### src/rtl/nn_seq_xor.sv
// nn_seq_xor: 2-2-1 binary neural network evaluated on one shared multiply-accumulate path.
// Define NN_SEQ_CFG_WR_EN to enable runtime weight writes; otherwise the weights are the fixed XOR set.
module nn_seq_xor #(
    parameter int unsigned W_W   = 8,
    parameter int unsigned ACC_W = 16
) (
    input  logic           clk,
    input  logic           rst_n,
    input  logic           in_valid,
    output logic           in_ready,
    input  logic           x0,
    input  logic           x1,
    output logic           out_valid,
    input  logic           out_ready,
    output logic           y,
    output logic           busy,
    input  logic           cfg_we,
    input  logic [3:0]     cfg_addr,
    input  logic [W_W-1:0] cfg_wdata
);
    localparam int unsigned N_WT = 9;

    typedef enum logic [1:0] {
        ST_IDLE = 2'd0,
        ST_RUN  = 2'd1,
        ST_HOLD = 2'd2
    } state_e;

    // Default weight set: n0 = OR-like, n1 = NAND-like, n2 = AND of the two -> XOR.
    function automatic logic signed [W_W-1:0] w_default(input logic [3:0] a);
        case (a)
            4'd0, 4'd1, 4'd6, 4'd7: w_default = W_W'(20);
            4'd2:                   w_default = W_W'(-10);
            4'd3, 4'd4:             w_default = W_W'(-20);
            4'd5:                   w_default = W_W'(30);
            4'd8:                   w_default = W_W'(-30);
            default:                w_default = '0;
        endcase
    endfunction

    state_e                  state_q, state_d;
    logic [1:0]              idx_q, idx_d;
    logic [1:0]              step_q, step_d;
    logic signed [ACC_W-1:0] acc_q, acc_d;
    logic [1:0]              h_q, h_d;
    logic [1:0]              xin_q, xin_d;
    logic                    y_q, y_d;
    logic                    in_ready_q, in_ready_d;
    logic                    out_valid_q, out_valid_d;
    logic                    busy_q, busy_d;

    logic signed [W_W-1:0]   wt_c [N_WT];
    logic                    accept_c;
    logic                    last_c;
    logic [3:0]              w_off_c;
    logic [3:0]              w_addr_c;
    logic signed [W_W-1:0]   w_sel_c;
    logic [1:0]              src_c;
    logic                    a_c;
    logic signed [ACC_W-1:0] term_c;

`ifdef NN_SEQ_CFG_WR_EN
    logic signed [W_W-1:0] w_q [N_WT];
    logic signed [W_W-1:0] w_d [N_WT];

    // Writes land only while idle; out-of-range addresses are dropped.
    always_comb begin
        w_d = w_q;
        if ((state_q == ST_IDLE) && cfg_we && (cfg_addr <= 4'd8)) begin
            w_d[cfg_addr] = cfg_wdata;
        end
    end

    always_ff @(posedge clk or negedge rst_n) begin
        if (!rst_n) begin
            for (int i = 0; i < int'(N_WT); i++) begin
                w_q[i] <= w_default(4'(i));
            end
        end else begin
            w_q <= w_d;
        end
    end

    assign wt_c = w_q;
`else
    logic cfg_unused_c;

    always_comb begin
        for (int i = 0; i < int'(N_WT); i++) begin
            wt_c[i] = w_default(4'(i));
        end
    end

    assign cfg_unused_c = cfg_we ^ (^cfg_addr) ^ (^cfg_wdata);
`endif

    assign accept_c = in_valid && in_ready_q;
    assign last_c   = (idx_q == 2'd2) && (step_q == 2'd3);

    // Operand select: step0 reads the bias, steps 1/2 read w0/w1 gated by the matching input bit.
    always_comb begin
        case (step_q)
            2'd1:    w_off_c = 4'd0;
            2'd2:    w_off_c = 4'd1;
            default: w_off_c = 4'd2;
        endcase
        w_addr_c = (4'(idx_q) * 4'd3) + w_off_c;
        w_sel_c  = wt_c[w_addr_c];
        src_c    = (idx_q == 2'd2) ? h_q : xin_q;
        a_c      = (step_q == 2'd1) ? src_c[0] : src_c[1];
        term_c   = a_c ? ACC_W'(w_sel_c) : '0;
    end

    always_ff @(posedge clk or negedge rst_n) begin
        if (!rst_n) begin
            state_q <= ST_IDLE;
        end else begin
            state_q <= state_d;
        end
    end

    always_comb begin
        state_d = state_q;
        case (state_q)
            ST_IDLE: if (accept_c)  state_d = ST_RUN;
            ST_RUN:  if (last_c)    state_d = ST_HOLD;
            ST_HOLD: if (out_ready) state_d = ST_IDLE;
            default:                state_d = ST_IDLE;
        endcase
    end

    always_comb begin
        idx_d       = idx_q;
        step_d      = step_q;
        acc_d       = acc_q;
        h_d         = h_q;
        xin_d       = xin_q;
        y_d         = y_q;
        in_ready_d  = (state_d == ST_IDLE);
        out_valid_d = (state_d == ST_HOLD);
        busy_d      = (state_d != ST_IDLE);
        case (state_q)
            ST_IDLE: begin
                if (accept_c) begin
                    xin_d  = {x1, x0};
                    idx_d  = 2'd0;
                    step_d = 2'd0;
                end
            end
            ST_RUN: begin
                step_d = step_q + 2'd1;
                case (step_q)
                    2'd0:       acc_d = ACC_W'(w_sel_c);
                    2'd1, 2'd2: acc_d = acc_q + term_c;
                    default: begin
                        // Step activation: fires when the sum is non-negative.
                        if (idx_q == 2'd2) begin
                            y_d   = ~acc_q[ACC_W-1];
                            idx_d = 2'd0;
                        end else begin
                            h_d[idx_q[0]] = ~acc_q[ACC_W-1];
                            idx_d         = idx_q + 2'd1;
                        end
                    end
                endcase
            end
            default: ;
        endcase
    end

    always_ff @(posedge clk or negedge rst_n) begin
        if (!rst_n) begin
            idx_q       <= '0;
            step_q      <= '0;
            acc_q       <= '0;
            h_q         <= '0;
            xin_q       <= '0;
            y_q         <= 1'b0;
            in_ready_q  <= 1'b0;
            out_valid_q <= 1'b0;
            busy_q      <= 1'b0;
        end else begin
            idx_q       <= idx_d;
            step_q      <= step_d;
            acc_q       <= acc_d;
            h_q         <= h_d;
            xin_q       <= xin_d;
            y_q         <= y_d;
            in_ready_q  <= in_ready_d;
            out_valid_q <= out_valid_d;
            busy_q      <= busy_d;
        end
    end

    assign in_ready  = in_ready_q;
    assign out_valid = out_valid_q;
    assign y         = y_q;
    assign busy      = busy_q;

endmodule
### config.mk
export PLATFORM = sky130hd
export DESIGN_NAME = nn_seq_xor
export DESIGN_NICKNAME = d
export VERILOG_FILES = /design/src/rtl/nn_seq_xor.sv
export SDC_FILE = /design/constraint.sdc
export NUM_CORES = 1
export LEC_CHECK = 0
export ABC_CLOCK_PERIOD_IN_PS = 3900
export CAP_MARGIN = 20
export CORE_MARGIN = 2
export CORE_UTILIZATION = 29
export DETAILED_ROUTE_END_ITERATION = 7
export HOLD_SLACK_MARGIN = 0.06
export SLEW_MARGIN = 20
export SYNTH_ARGS = -nofsm -noshare
export SYNTH_HDL_FRONTEND = slang
export SYNTH_SLANG_ARGS = --single-unit
### constraint.sdc
create_clock -name clk -period 3.9 [get_ports clk]
set_input_delay 0.78 -clock clk [delete_from_list [all_inputs] [get_ports clk]]
set_output_delay 0.78 -clock clk [all_outputs]
set_load 0.005 [all_outputs]
-- After elaboration in Yosys (flattened, before gate mapping)
Memory sizes are Yosys's and may differ from the RTL's.
Cells that the tools add are included.
- register bits: 30
- latch bits: 0
- bits in writable memories: 0
- bits in read-only memories: 128
- input bits: 19
- output and inout bits: 4
- logic and storage cells: 68
- memories: 1
- memories (memory ; words ; width ; rd ports ; clocked after memory_dff ; wr ports ; line ; text):
    (name not given) ; 16 ; 8 ; 1 ; 0 ; 0 ; 108 ; w_sel_c = wt_c[w_addr_c];
- add/subtract/negate cells: 4
- multipliers: 1
- divide/modulo/power cells: 0
- order comparisons: 3
- eq/ne operators: 9
- shift operators: 0
- mux-type cells: 19
- bitwise logic cells: 4
- reductions and logical operators: 17
- operators with widths (operator ; count):
    16-bit one-hot mux with 2 select lines ; 1
    16-bit adder ; 1
    16-bit 2-to-1 mux ; 1
    8-bit 2-to-1 mux ; 2
    2-bit 2-to-1 mux ; 7
    2-bit one-hot mux with 2 select lines ; 3
    2-bit == test (second input constant) ; 5
    3-bit AND reduction ; 3
    2-bit zero test ; 3
    2-bit one-hot mux with 3 select lines ; 1
    2-bit AND reduction ; 3
    2-bit nonzero test ; 3
    5-bit >= comparator (second input constant) ; 1
    4-bit NOT with 5-bit output ; 1
    2-bit by 1-bit adder with 2-bit output (second input constant) ; 2
    4-bit adder ; 1
    2-bit by 1-bit == test with 1-bit output (second input constant) ; 2
    2-bit by 2-bit multiplier with 4-bit output (second input constant) ; 1
    2-bit != test (second input constant) ; 2
    1-bit logical AND ; 3
    1-bit NOT ; 3
    3-bit OR reduction ; 1
    2-bit bitwise mux ; 1
    1-bit by 2-bit < comparator with 1-bit output (second input constant) ; 1
    other kinds (4) ; 5

-- Depth between registers and ports, before layout
Gate-level depths: netlist of run 1.
- depth in word-level cells: 10
- depth in mapped cells: 21
- gate-level depth less buffers: 21

-- Least setup slack after synthesis of run 1
No wires, ideal clock.
- path type: register -> register
- start point: reg step_q[0]
- end point: reg acc_q[14]
- setup time: 0.122 ns
- arrival: 4.164 ns
- data required time: 3.778 ns
- setup slack: -0.386 ns
- stages on the path, launching flop included: 19
- path buffers: 0
- period minus slack after synthesis: 4.286 ns
- path through: dfrtp_1 > inv_1 > ha_1 > inv_1 > fa_1 > inv_1 > ha_1 > inv_1 > fa_1 > and2_1 > o21ai_0 > inv_1 > ha_1 > a21o_1 > a21o_1 > a221o_1 > a31oi_1 > mux2i_1 > nand2_1
- cells in the longest elaborated chain, start to end: 10
- elaborated cells between the ends (all ways): 16
- classes of those cells: add/sub (2); eq/ne (2); mux (6); bitwise (1); reduce/logical (4); memory (1)
- ends and longest elaborated chain (item ; line ; text):
    start: declaration ; 43 ; logic [1:0] step_q, step_d;
    start signal: assignment ; 184 ; step_q <= step_d;
    2-bit == test or 2-bit by 1-bit == test with 1-bit output (tied branches) ; 102, 152, 110 ;
    2-bit one-hot mux with 2 select lines ; 102 ; case (step_q)
    4-bit adder ; 107 ; w_addr_c = (4'(idx_q) * 4'd3) + w_off_c;
    4-bit NOT with 5-bit output (not written as such) ; 108 ;
    memory 16 x 8 bit ; n/a ;
    8-bit 2-to-1 mux (not written as such) (2 in a row) ; 108 ;
    16-bit 2-to-1 mux ; 111 ; term_c = a_c ? ACC_W'(w_sel_c) : '0;
    16-bit adder ; 154 ; 2'd1, 2'd2: acc_d = acc_q + term_c;
    16-bit one-hot mux with 2 select lines ; 152 ; case (step_q)
    end signal: assignment ; 175 ; acc_q <= '0;
    end signal: assignment ; 185 ; acc_q <= acc_d;
    end: declaration ; 44 ; logic signed [ACC_W-1:0] acc_q, acc_d;
Several ways; a longest one is shown, not always the timed one. The select of a mux whose other input is x is not followed.
A chain may end at the register's enable or synchronous reset.

-- Worst setup path in the final report of run 1
- start point: reg step_q[1]
- end point: reg acc_q[14]
The elaborated chain is that of the path after synthesis.

==> results of run 1 <==
what timing repair did:
| item | 4_1_cts | 5_1_grt |
|---|---|---|
| gates cloned | 0 | 0 |
| hold buffers | 0 | 0 |
| setup endpoints to repair | 10 | 11 |
| resized for setup | 16 | 23 |
| setup buffers | 10 | 3 |
| pin swaps | 13 | 15 |
cell families after synthesis:
family | Yosys count | share of synthesized area (%)
buffers and inverters | 22 | 3.90
xor gates and xnor gates | 4 | 1.54
muxes | 11 | 5.61
and+or+nand+nor | 73 | 15.8
adders and majority gates | 27 | 15.8
DFF | 29 | 31.9
AOI/OAI and AO/OA | 79 | 25.5
layout make-up:
cell class / count / share of cell area, %
tap: 102 / 3.93
multi-input combinational: 194 / 52.5
clock buffer: 5 / 2.12
inverter: 14 / 1.70
clock inverter: 3 / 0.539
timing repair buffer: 69 / 16.9
sequential: 29 / 22.4
how the worst max path moves through the flow:
stage	start	endpoint	slack, ns	depth (start not counted)
5_1_grt	step_q[1]	acc_q[15]	-0.45	20
2_1_floorplan	step_q[0]	acc_q[14]	-0.18	19
3_3_place_gp	step_q[1]	acc_q[13]	-0.32	20
3_5_place_dp	step_q[1]	acc_q[14]	-0.39	17
6_report	step_q[1]	acc_q[14]	-0.31	19
4_1_cts	step_q[1]	acc_q[13]	-0.34	20
per-layer routing:
layer	vias to the layer above	GRT usage (%)	part of all wire, %
met2	31	24.3	49
met5	-	0	0
met3	10	3.17	3.2
met4	0	4.85	1.8
li1	1038	-	-
met1	978	17.4	46
through the flow:
stage | util, % | instance area (um^2) | setup WS, ns
floorplan | - | 2300 | -0.175
global placement | 37.1 | 2840 | -0.320
detailed placement | 37.1 | 2840 | -0.391
CTS | 40.7 | 3110 | -0.342
global route | 42.5 | 3250 | -0.454
finish | 42.5 | 3250 | -0.310
registers in the layout, indices dropped and copies added, names as in the netlist, 2 cells and up:
register and count:
xin_q 2, state_q 2, acc_q 15, h_q 2, idx_q 2, step_q 2
cell usage in the layout, fill, tap and decap left out, types with 9 or more instances in the layout:
cell and count:
buf_4 58, dfrtp_1 29, nand2_1 24, nor2_1 16
ha_1 15, a21oi_1 13, o21ai_0 10, inv_1 9
ha_4 9, clkdlybuf4s50_1 9
worst register-to-register path, delay by kind of cell, from the launching register on:
kind	cells	cell delay (ns)
AO/OA/AOI/OAI	3	0.69
adder cells (fa/ha/maj)	5	1.69
buffers and inverters	6	0.53
flip-flops	1	0.41
multiplexers	1	0.23
AND/OR/NAND/NOR	4	0.57
==> results.md, run 1 <==
* Status: complete, but fails checks
* Violated checks: setup timing
* Iteration-0 DRC count of the detailed router at 72
* Destination of the worst hold path: acc_q[3]
* Worst-case hold slack at 0.495 ns
* Worst setup SP type: flop
* Mapped Cells at 245
* Instance count after placement with tap cells included at 395
* Dominant cell by count in the synthesized netlist: dfrtp_1
* Std cell rows at 32
* Via density per instance at 4.94
* Worst reg2reg endpoint: acc_q[14]
* Non-filler instance count after layout at 416
* Nets in the synthesized netlist at 291
* Max capacitance violation total at 0
* Part of the Yosys area used for sequential elements at 31.9%
* Fillcell total at 723
* Cell at the slowest stage of the critical path: fa_1
* Total Negative Setup Slacks at -1.77 ns
* Synthesis Warnings at 0
* Count of antenna diodes in the layout at 0
* Remaining max-slew budget at the tightest pin at 48.4%
* Main synth FF type: dfrtp_1
* Clock buffer count from CTS at 5
* Clock network latency to the later pin of the worst-skew pair at 0.29 ns
* Height of the chip at 92.6 um
* Maximum clock rate at 238 MHz
* Hold crit path type: flop to flop
* Instance count along the most critical hold path at 2
* Root Driver: clkbuf_8
* Final Max Slew Viols at 0
* Maximum root-to-sink buffer count at 2
* Worst clock skew at 0.0117 ns
* Area delta synth->final at 42.7%
* Dominant delay contributor by cell family on the critical path: adder cells
* Yosys top cell area share at 31.9%
* Min Clock Period, post-route at 4.21 ns
* Clock sink total at 29
* Area of the multi-input gates at 1700 um^2
* Total congestion overflow at 0
* Wire length of the first global-routing pass at 9630 um
* Share of synthesized flip-flops with an asynchronous set or reset at 100%
* Fraction of layout instances using a drive strength above 1 at 38.5%
* Netlist Area Pre-Place at 2280 um^2
* Highest cell delay on the worst timing path at 0.48 ns
* Count of nets after finishing at 359
* Core area at 7650 um^2
* # setup viols final at 10
* Final estimated routing congestion in global placement at 0.801
* Clock transition at path regs at 0.07 ns
* Global-route usage over all layers at 14.1%
* Worst path cell trace: ha_4, inv_2, fa_1, inv_1, ha_1, inv_2, fa_2, and2_4, buf_4, o21ai_2, inv_4, buf_4, ha_1, and3_4, and2_1, a221o_1, a31oi_1, mux2i_1, nand2_1
* Top fanout value on the critical path at 8
* Wire length per cell at 13.9 um
* Slew at the pin closest to its max-slew limit at 0.774 ns
* Count of pins on the block boundary at 23
* Chip width at 92.6 um
* Total Wirelength at 5760 um
* TritonCTS clock tree: built
* Least setup slack across all paths after layout at -0.310 ns
* CTS HTree Levels at 2
* Via total after detailed routing at 2,057
* Sequential cell area at 726 um^2
* Number of global-route vias before repair at 2,068
* Number of remaining DRC errors at 0
* Number of hold violations in the final report at 0
* Pin count of the biggest net entering global routing at 30
* EDFF count, synth at 0
* Startpoint of the lowest-slack register-to-register path: step_q[1]
* Number of buffer cells added on primary ports at 9
* Most frequent cells after synthesis: 29 x dfrtp_1, 24 x ha_1, 24 x nand2_1
* Critical Path AT at 4.39 ns
* Number of distinct library cells after synthesis at 55
* Count of buffering cells on the critical path with inverters included at 6
* ANT nets after route at 0
* Largest area contributor in the netlist: dfrtp_1
* Initial core utilization at 29.8%
* Critical hold path startpoint: acc_q[3]
* Setup repair after global routing missed its margin: true
* Initial antenna violation count at 0
* Router iterations before antenna repair at 4
* Setup slack of the worst register-to-register path at -0.31 ns
* Critical path endpoint category: flop
* Data required time of the worst path at 4.08 ns
* Biggest area contributors in the synthesized netlist: dfrtp_1 32%, ha_1 13%, nand2_1 4.0%
* Flop and latch count out of synthesis at 29
* Worst setup path category: flop to flop
* Synthesized area per cell at 9.29 um^2
* Period Utilization, post-route at 108%
* R2r worst-path depth at 19
* Half-perimeter wire length after detailed placement at 3930 um
* Die Outline Area at 8570 um^2
Power of run 1 is left out: the tool's default activity adds up to more than one toggle a clock period on the data nets, which glitch-free logic cannot reach.
==> run 2, diff against run 1 <==
--- a/config.mk
+++ b/config.mk
@@ -8,9 +8,11 @@
 export ABC_CLOCK_PERIOD_IN_PS = 3900
 export CAP_MARGIN = 20
 export CORE_MARGIN = 2
-export CORE_UTILIZATION = 29
+export CORE_UTILIZATION = 50
+export CTS_CLUSTER_SIZE = 24
 export DETAILED_ROUTE_END_ITERATION = 7
 export HOLD_SLACK_MARGIN = 0.06
+export PLACE_DENSITY = 0.74
 export SLEW_MARGIN = 20
 export SYNTH_ARGS = -nofsm -noshare
 export SYNTH_HDL_FRONTEND = slang
==> results.md, run 2 (synthesized netlist as in run 1, its figures left out) <==
* Status: complete, but fails checks
* Violated checks: setup timing
* Clock sink total at 29 (unchanged)
* Initial core utilization at 51.9% (+22 points)
* Max capacitance violation total at 0 (unchanged)
* Startpoint of the lowest-slack register-to-register path: step_q[0]
* Via density per instance at 5.67 (+15%)
* Least setup slack across all paths after layout at -0.363 ns (-0.0530 ns)
* Number of global-route vias before repair at 2,114 (+2.2%)
* Fraction of layout instances using a drive strength above 1 at 36.9% (-1.6 points)
* Slew at the pin closest to its max-slew limit at 0.735 ns (-0.0385 ns)
* Root Driver: clkbuf_8
* Timing endpoint of the critical path: acc_q[13]
* Maximum clock rate at 235 MHz (-1.2%)
* Top fanout value on the critical path at 3 (-5)
* Worst setup path category: flop to flop
* Hold buffer count at CTS at 0 (unchanged)
* # setup viols final at 9 (-1)
* Met3 routing resource usage after global routing at 4.08% (+0.91 points)
* Count of antenna diodes in the layout at 0 (unchanged)
* Global routing usage on met2 at 39.6% (+15 points)
* Number of hold violations in the final report at 0 (unchanged)
* Initial antenna violation count at 0 (unchanged)
* Min Clock Period, post-route at 4.26 ns (+0.0530 ns)
* Total congestion overflow at 0 (unchanged)
* Half-perimeter wire length after detailed placement at 3920 um (-0.34%)
* Total Wirelength at 5730 um (-0.50%)
* Commonest cells after routing, fill and taps aside: 56 x buf_4, 29 x dfrtp_1, 24 x nand2_1
* Std cell rows at 24 (-25%)
* Number of buffer cells added on primary ports at 9 (unchanged)
* Clock buffer count from CTS at 5 (unchanged)
* Pin count of the biggest net entering global routing at 30 (unchanged)
* Crit path launch: step_q[0]
* Hold crit path type: flop to flop
* Via total after detailed routing at 2,075 (+0.88%)
* Global-route usage over all layers at 23.9% (+9.8 points)
* Worst-case hold slack at 0.506 ns (+0.0115 ns)
* Worst clock skew at 0.00679 ns (-0.00494 ns)
* Iteration-0 DRC count of the detailed router at 94 (+31%)
* Setup repair after global routing missed its margin: true
* Wire length of the first global-routing pass at 9640 um (about the same)
* Maximum root-to-sink buffer count at 2 (unchanged)
* Critical path endpoint category: flop
* Data required time of the worst path at 4.09 ns (about the same)
* Worst reg2reg endpoint: acc_q[13]
* Clock transition at path regs at 0.07 ns (about the same)
* Reg with most FFs: acc_q
* GR Util met1 at 31.9% (+14 points)
* Number of remaining DRC errors at 0 (unchanged)
* Setup slack of the worst register-to-register path at -0.36 ns (-0.05 ns)
* CTS HTree Levels at 2 (unchanged)
* R2r worst-path depth at 21 (+2)
* Height of the chip at 71.5 um (-23%)
* Number of flip-flops in the largest register at 15 (unchanged)
* Remaining max-slew budget at the tightest pin at 51.0% (+2.6 points)
* Area delta synth->final at 38.9%
* ANT nets after route at 0 (unchanged)
* Clock network latency to the later pin of the worst-skew pair at 0.28 ns (about the same)
* Core area at 4380 um^2 (-43%)
* Die Outline Area at 5110 um^2 (-40%)
* Chip width at 71.5 um (-23%)
* Final estimated routing congestion in global placement at 0.831 (+3.6%)
* Count of pins on the block boundary at 23 (unchanged)
* Instance count along the most critical hold path at 2 (unchanged)
* Worst setup SP type: flop
* Final Max Slew Viols at 0 (unchanged)
* Wire length per cell at 15.7 um (+13%)
* Leading cell type in the layout, fill and taps excluded: buf_4
* Count of nets after finishing at 359 (unchanged)
* Peak-usage layer in the global routing report: met2
* Critical Path AT at 4.45 ns (+0.06 ns)
* Fillcell total at 314 (-57%)
* TritonCTS clock tree: built
* Period Utilization, post-route at 109% (+1.4 points)
* Router iterations before antenna repair at 4 (unchanged)
[run 2: routing by layer]
layer	part of all wire, %	wire [um]
met4	1.2	70
met5	0	0
met3	3.6	204
met1	46	2650
met2	49	2810
[run 2: stage by stage]
step | setup slack, ns | setup TNS [ns] | instances | area [um^2] | util (%)
finish | -0.363 | -1.62 | 366 | 3160 | 72.1
global route | -0.543 | -3.78 | 366 | 3160 | 72.1
CTS | -0.323 | -1.79 | 362 | 3000 | 68.3
detailed placement | -0.382 | -1.94 | 350 | 2810 | 64.2
global placement | -0.269 | -1.03 | 350 | 2810 | 64.2
floorplan | -0.175 | -0.553 | 245 | 2300 | -
[run 2: worst min-delay path by stage]
stage / startpoint / endpoint / slack (ns)
detailed placement: acc_q[4] / acc_q[4] / 0.48
global placement: acc_q[4] / acc_q[4] / 0.48
finish: acc_q[10] / acc_q[10] / 0.51
floorplan: acc_q[3] / acc_q[3] / 0.46
global route: xin_q[1] / xin_q[1] / 0.53
CTS: acc_q[4] / acc_q[4] / 0.50
[run 2: repair_timing]
item | CTS | global route
setup buffers | 4 | 6
resized for setup | 8 | 26
endpoints found under the setup margin | 10 | 11
pin swaps | 5 | 23
[run 2: area by class of cell]
class	instances	area, um^2	share of cell area (%)
clock inverter	2	37.5	1.19
clock buffer	6	82.6	2.61
inverter	14	55.1	1.74
sequential	29	726	23.0
tap	52	65.1	2.06
timing repair buffer	69	556	17.6
multi-input combinational	194	1640	51.9
[run 2: critical path, stage by stage (launching register included)]
cell and delay, ns:
dfrtp_1 0.38, inv_2 0.07, ha_4 0.26, inv_2 0.04, fa_1 0.42, inv_1 0.07
ha_2 0.16, inv_2 0.04, fa_2 0.61, and2_4 0.18, o21ai_2 0.05, nand2_1 0.09
and2_4 0.16, ha_4 0.13, inv_2 0.03, fa_2 0.33, nand2b_4 0.17, a21oi_4 0.16
o21ai_2 0.10, a31oi_2 0.24, mux2_4 0.34, o31ai_4 0.16
Power of run 2 is left out for the same reason.
